`src/rtl/pipeline_hazard_scoreboard.sv`:
```
// Combined forwarding and hazard-detection unit for the in-order MIPS pipeline.
// Keeps a shadow scoreboard of in-flight destinations (entry 0 = EX, entry k = k stages later)
// and derives forward selects, load-use/branch stalls, branch flush and memory freeze from it.
module pipeline_hazard_scoreboard #(
   parameter int unsigned REG_AW     = 5,
   parameter int unsigned FWD_STAGES = 2,
   parameter int unsigned LOAD_LAT   = 1,
   parameter int unsigned SEL_W      = 2,
   parameter int unsigned CNT_W      = 16
) (
   input  logic              clk,
   input  logic              rst,
   input  logic              id_valid,
   input  logic [REG_AW-1:0] id_rs,
   input  logic [REG_AW-1:0] id_rt,
   input  logic              id_use_rs,
   input  logic              id_use_rt,
   input  logic [REG_AW-1:0] id_rd,
   input  logic              id_reg_write,
   input  logic              id_mem_read,
   input  logic              id_branch,
   input  logic              branch_taken,
   input  logic              mem_busy,
   output logic [SEL_W-1:0]  forward_a,
   output logic [SEL_W-1:0]  forward_b,
   output logic [SEL_W-1:0]  fwd_id_a,
   output logic [SEL_W-1:0]  fwd_id_b,
   output logic              pc_write,
   output logic              if_id_write,
   output logic              bubble,
   output logic              if_id_flush,
   output logic              freeze,
   output logic [1:0]        hz_state,
   output logic [CNT_W-1:0]  stall_cnt
);

   typedef enum logic [1:0] {StRun = 2'd0, StStall = 2'd1, StFreeze = 2'd2} hz_state_e;

   hz_state_e                       state_q, state_d;
   logic [FWD_STAGES:0]             sb_v_q, sb_wr_q, sb_ld_q, sb_ready;
   logic [FWD_STAGES:0][REG_AW-1:0] sb_rd_q;
   logic [REG_AW-1:0]               ex_rs_q, ex_rt_q;
   logic                            ex_use_rs_q, ex_use_rt_q;
   logic [CNT_W-1:0]                stall_cnt_q;
   logic [FWD_STAGES:0]             m_ex_a, m_ex_b, m_id_a, m_id_b;
   logic                            stall;

   // Youngest match wins; a youngest match that is still an unfinished load gives 0.
   function automatic logic [SEL_W-1:0] ex_pick(input logic [FWD_STAGES:0] m,
                                                input logic [FWD_STAGES:0] rdy);
      logic [SEL_W-1:0] sel;
      sel = '0;
      for (int s = int'(FWD_STAGES); s >= 1; s--) begin
         if (m[s]) sel = rdy[s] ? SEL_W'(s) : '0;
      end
      return sel;
   endfunction

   // Youngest match that already holds its result.
   function automatic logic [SEL_W-1:0] id_pick(input logic [FWD_STAGES:0] m,
                                                input logic [FWD_STAGES:0] rdy);
      logic [SEL_W-1:0] sel;
      sel = '0;
      for (int s = int'(FWD_STAGES); s >= 1; s--) begin
         if (m[s] && rdy[s]) sel = SEL_W'(s);
      end
      return sel;
   endfunction

   // Hazard on one ID operand: load too young to forward, or branch needing an unresolved value.
   function automatic logic op_stall(input logic [FWD_STAGES:0] m,
                                     input logic [FWD_STAGES:0] ld,
                                     input logic                br);
      logic hit, found;
      hit   = 1'b0;
      found = 1'b0;
      for (int s = 0; s <= int'(FWD_STAGES); s++) begin
         if (m[s] && ld[s] && (s < int'(LOAD_LAT))) hit = 1'b1;
         if (br && m[s] && !found) begin
            found = 1'b1;
            if ((s == 0) || (ld[s] && (s <= int'(LOAD_LAT)))) hit = 1'b1;
         end
      end
      return hit;
   endfunction

   // Per-entry readiness and destination matches for the EX and ID operands.
   always_comb begin
      for (int s = 0; s <= int'(FWD_STAGES); s++) begin
         sb_ready[s] = !sb_ld_q[s] || (s > int'(LOAD_LAT));
         m_ex_a[s]   = sb_v_q[s] && sb_wr_q[s] && (sb_rd_q[s] == ex_rs_q) &&
                       (ex_rs_q != '0) && ex_use_rs_q;
         m_ex_b[s]   = sb_v_q[s] && sb_wr_q[s] && (sb_rd_q[s] == ex_rt_q) &&
                       (ex_rt_q != '0) && ex_use_rt_q;
         m_id_a[s]   = sb_v_q[s] && sb_wr_q[s] && (sb_rd_q[s] == id_rs) && (id_rs != '0);
         m_id_b[s]   = sb_v_q[s] && sb_wr_q[s] && (sb_rd_q[s] == id_rt) && (id_rt != '0);
      end
   end

   assign stall = id_valid &&
                  ((id_use_rs && op_stall(m_id_a, sb_ld_q, id_branch)) ||
                   (id_use_rt && op_stall(m_id_b, sb_ld_q, id_branch)));

   // Per-cycle decision: freeze beats stall beats run.
   always_comb begin
      state_d = StRun;
      if (mem_busy) begin
         state_d = StFreeze;
      end else if (stall) begin
         state_d = StStall;
      end
   end

   // Control outputs; held at run values while reset is asserted.
   always_comb begin
      freeze      = mem_busy;
      pc_write    = 1'b1;
      if_id_write = 1'b1;
      bubble      = 1'b0;
      if_id_flush = 1'b0;
      forward_a   = ex_pick(m_ex_a, sb_ready);
      forward_b   = ex_pick(m_ex_b, sb_ready);
      fwd_id_a    = id_branch ? id_pick(m_id_a, sb_ready) : '0;
      fwd_id_b    = id_branch ? id_pick(m_id_b, sb_ready) : '0;
      if (rst) begin
         unique case (state_d)
            StFreeze: begin
               pc_write    = 1'b0;
               if_id_write = 1'b0;
            end
            StStall: begin
               pc_write    = 1'b0;
               if_id_write = 1'b0;
               bubble      = 1'b1;
            end
            default: if_id_flush = id_valid && id_branch && branch_taken;
         endcase
      end
   end

   assign hz_state  = state_q;
   assign stall_cnt = stall_cnt_q;

   // Scoreboard shift, decision history and saturating stall counter.
   always_ff @(posedge clk or negedge rst) begin
      if (!rst) begin
         state_q     <= StRun;
         sb_v_q      <= '0;
         sb_wr_q     <= '0;
         sb_ld_q     <= '0;
         sb_rd_q     <= '0;
         ex_rs_q     <= '0;
         ex_rt_q     <= '0;
         ex_use_rs_q <= 1'b0;
         ex_use_rt_q <= 1'b0;
         stall_cnt_q <= '0;
      end else begin
         state_q <= state_d;
         if ((state_d != StRun) && (stall_cnt_q != '1)) begin
            stall_cnt_q <= stall_cnt_q + 1'b1;
         end
         if (state_d != StFreeze) begin
            // A stall shifts in an empty entry, which is the bubble entering EX.
            sb_v_q      <= {sb_v_q[FWD_STAGES-1:0], (state_d == StRun) && id_valid};
            sb_wr_q     <= {sb_wr_q[FWD_STAGES-1:0], id_reg_write};
            sb_ld_q     <= {sb_ld_q[FWD_STAGES-1:0], id_mem_read};
            sb_rd_q     <= {sb_rd_q[FWD_STAGES-1:0], id_rd};
            ex_rs_q     <= id_rs;
            ex_rt_q     <= id_rt;
            ex_use_rs_q <= (state_d == StRun) && id_valid && id_use_rs;
            ex_use_rt_q <= (state_d == StRun) && id_valid && id_use_rt;
         end
      end
   end

endmodule

```
`config.mk`:
```
export PLATFORM = sky130hd
export DESIGN_NAME = pipeline_hazard_scoreboard
export DESIGN_NICKNAME = d
export VERILOG_FILES = /design/src/rtl/pipeline_hazard_scoreboard.sv
export SDC_FILE = /design/constraint.sdc
export NUM_CORES = 1
export LEC_CHECK = 0
export CAP_MARGIN = 25
export CORE_MARGIN = 3
export CORE_UTILIZATION = 30
export DETAILED_ROUTE_END_ITERATION = 7
export PLACE_DENSITY = 0.59
export SKIP_CTS_REPAIR_TIMING = 1
export SLEW_MARGIN = 40
export SYNTH_ARGS = -nofsm -noshare
export SYNTH_HDL_FRONTEND = slang
export SYNTH_SLANG_ARGS = --single-unit
export TNS_END_PERCENT = 5
```
`constraint.sdc`:
```
create_clock -name clk -period 6.3 [get_ports clk]
set_input_delay 0.945 -clock clk [delete_from_list [all_inputs] [get_ports clk]]
set_output_delay 0.945 -clock clk [all_outputs]
set_load 0.05 [all_outputs]
```
==> impl_metrics.yaml <==
drt:
  wl_per_cell_um: 16.25
  drc: 0
  highest_layer: "met4"
  wl_met2_mm: 3.610
  dr.pass1.iters: 4
  drt_iter0_drc: 92
  m1WireLength_mm: 3.529
  wl_met3_um: 324
  ant_nets: 0
  wirelength_mm: 7.541
  vias: 2306
  viasPerCell: 4.970
synthesis:
  synth_common_cells: "dfrtp_1, xnor2_1, mux2_2, xor2_1, nand3_1"
  avgSynthCellArea_um2: 10.82
  synth_flop_cell: "dfrtp_1"
  synth_cell_types: 48
  yosysSeqAreaShare: 0.4302
  synth.top_cell.area_share: 0.4302
  synth_nets: 311
  ys_ff_latch: 53
  async_flop_share: 1.000
  synth_most_common_cell: "dfrtp_1"
  yosys-top-cells-area: "dfrtp_1, xnor2_1, mux2_2"
  synth_edf_count: 0
  netlist_area_um2: 3083
  yosys.area.top_type: "dfrtp_1"
  synthCells: 285
  yosys_warnings: 0
cells_and_area:
  antenna_cells: 0
  area.growth.synth_to_final_pct: 23.09
  fin_util: 0.3847
  nNetsFinal: 356
  drive_above_1_share: 0.1692
  final_cells: 464
sta:
  finalMaxSlewViolations: 0
  hold_ws_ps: 511.4
  tightest_slew_ps: 587.0
  rsz0062_at_grt: "false"
  hold_violations: 0
  slew_headroom: 0.6051
  post-route-period-util: 0.7829
  setup_viol: 0
  fin_crit_ps: 4932
  fin_tns_setup_ps: 0
  fmax_mhz: 202.8
  skew_ps: 10.62
outcome:
  outcome: "completed"
floorplanning:
  io_pins: 56
  initial_core_util: 0.3125
  die_h_um: 107.4
  dieWidth_um: 107.4
  core_area_um2: 9864
  num_rows: 36
  die_area_um2: 11530
clock_tree:
  clkTransAtPathRegs_ps: 90
  cts_tree: "yes"
  htreeDepth: 2
  cts.path.max_buffers: 2
  numCtsBuffers: 5
  clock_latency_ps: 310
  cts.sink_count: 53
  cts_root_buffer: "clkbuf_8"
worst_setup_path:
  cp.required_ps: 5350
  crit_type: "input port to primary output"
  crit_path_max_fanout: 18
  arrival_ps: 3990
  path_cells: "clkdlybuf4s50_1 > o211ai_1 > nor4_1 > or4b_4 > a41oi_4 > buf_4 > and3b_1 > clkdlybuf4s50_1"
  cpMaxStageDelayCell: "clkdlybuf4s50_1"
  crit_path_frequent_cell: "clkdlybuf4s50_1"
  max_stage_delay_ps: 800
  endpoint_kind: "primary output"
  critPathLaunchType: "input port"
placement:
  dp_cells: 456
  hpwl_mm: 5.624
  port_buffers: 55
  place_congestion: 0.8349
global_routing:
  antenna_found_initial: 0
  gr-total-overflow: 0
  grt_pass1_vias: 2453
  grt.total_usage: 0.1400
  grt_max_degree: 43
  grt_pass1_wl_mm: 12.80
hold_path:
  hold_class: "flop to flop"
power:
  cellPowerDensity_nw_per_um2: 262.0
  max-vdd-ir-drop_mv: 0.2661
  power_leakage_nw: 1.447
job:
  cap_violations: 0
==> flip-flops by register name (all words and copies together), names as in the netlist <==
name	flops
sb_wr_q	3
ex_use_rt_q	1
sb_v_q	3
ex_rs_q	5
ex_rt_q	5
ex_use_rs_q	1
hz_state	2
stall_cnt	16
sb_rd_q	15
sb_ld_q	2
==> final timing paths <==
path | start | endpoint | slack, ps | cells past startpoint
min reg2reg | sb_v_q[0] | sb_v_q[0] | 510 | 2
max reg2reg | sb_rd_q[1] | stall_cnt[14] | 3870 | 7
max | id_branch | bubble | 1370 | 8
min | sb_v_q[0] | sb_v_q[0] | 510 | 2
min in group asynchronous | rst | sb_rd_q[12] | 550 | 1
max in group asynchronous | rst | stall_cnt[14] | 5120 | 2
==> critical path: cells and delay by family <==
family	cells	cell delay (ps)
and+or+nand+nor	3	1030
AOI/OAI and AO/OA	2	320
buffers and inverters	3	1670
==> per-layer routing <==
layer / global-route usage / up-vias
li1: - / 1093
met5: 0 / -
met3: 0.02699 / 8
met1: 0.1858 / 1147
met2: 0.2301 / 58
met4: 0.04509 / 0
==> where the power goes <==
group,internal [mW],switching [mW],leakage [nW],total (mW)
Combinational,0.149,0.176,0.754,0.326
Clock,0.0795,0.114,0.0456,0.193
Sequential,0.392,0.0834,0.648,0.475
==> stage by stage <==
stage          power (mW)  instance area, um2  setup WS (ps)
2_1_floorplan      0.6913                3083           1708
3_3_place_gp       0.8043                3709           1441
3_5_place_dp       0.8084                3709           1407
4_1_cts             1.010                3795           1356
5_1_grt             1.059                3795           1245
6_report           0.9943                3795           1368
==> cell usage in the layout, fill, tap and decap left out, types with 3 or more instances in the layout <==
cell type	instances
nand2_1	12
or4_1	4
nand4_1	6
o21ai_0	11
mux2_2	30
and3_1	8
nand3_1	13
xor2_1	16
nand2b_1	3
buf_4	4
clkbuf_8	5
o2111ai_1	3
clkdlybuf4s50_1	53
inv_1	7
o211ai_1	8
xnor2_1	42
dfrtp_1	53
nor2_1	12
nor4_1	4
==> cell type report <==
| class | instances | area (um2) |
|---|---|---|
| clock buffer | 6 | 72.57 |
| clock inverter | 2 | 13.76 |
| fill | 971 | 6070 |
| inverter | 7 | 26.28 |
| multi-input combinational | 204 | 1619 |
| sequential | 53 | 1326 |
| tap | 133 | 166.4 |
| timing repair buffer | 59 | 570.5 |
==> logic make-up after synthesis <==
family          synth area share
flops                     0.4302
compound gates           0.09537
xor+xnor                  0.1648
simple gates              0.1441
buf+inv                  0.04464
mux                       0.1169
fa+ha+maj               0.004058
Note: power is estimated with default switching activity, not from simulation.
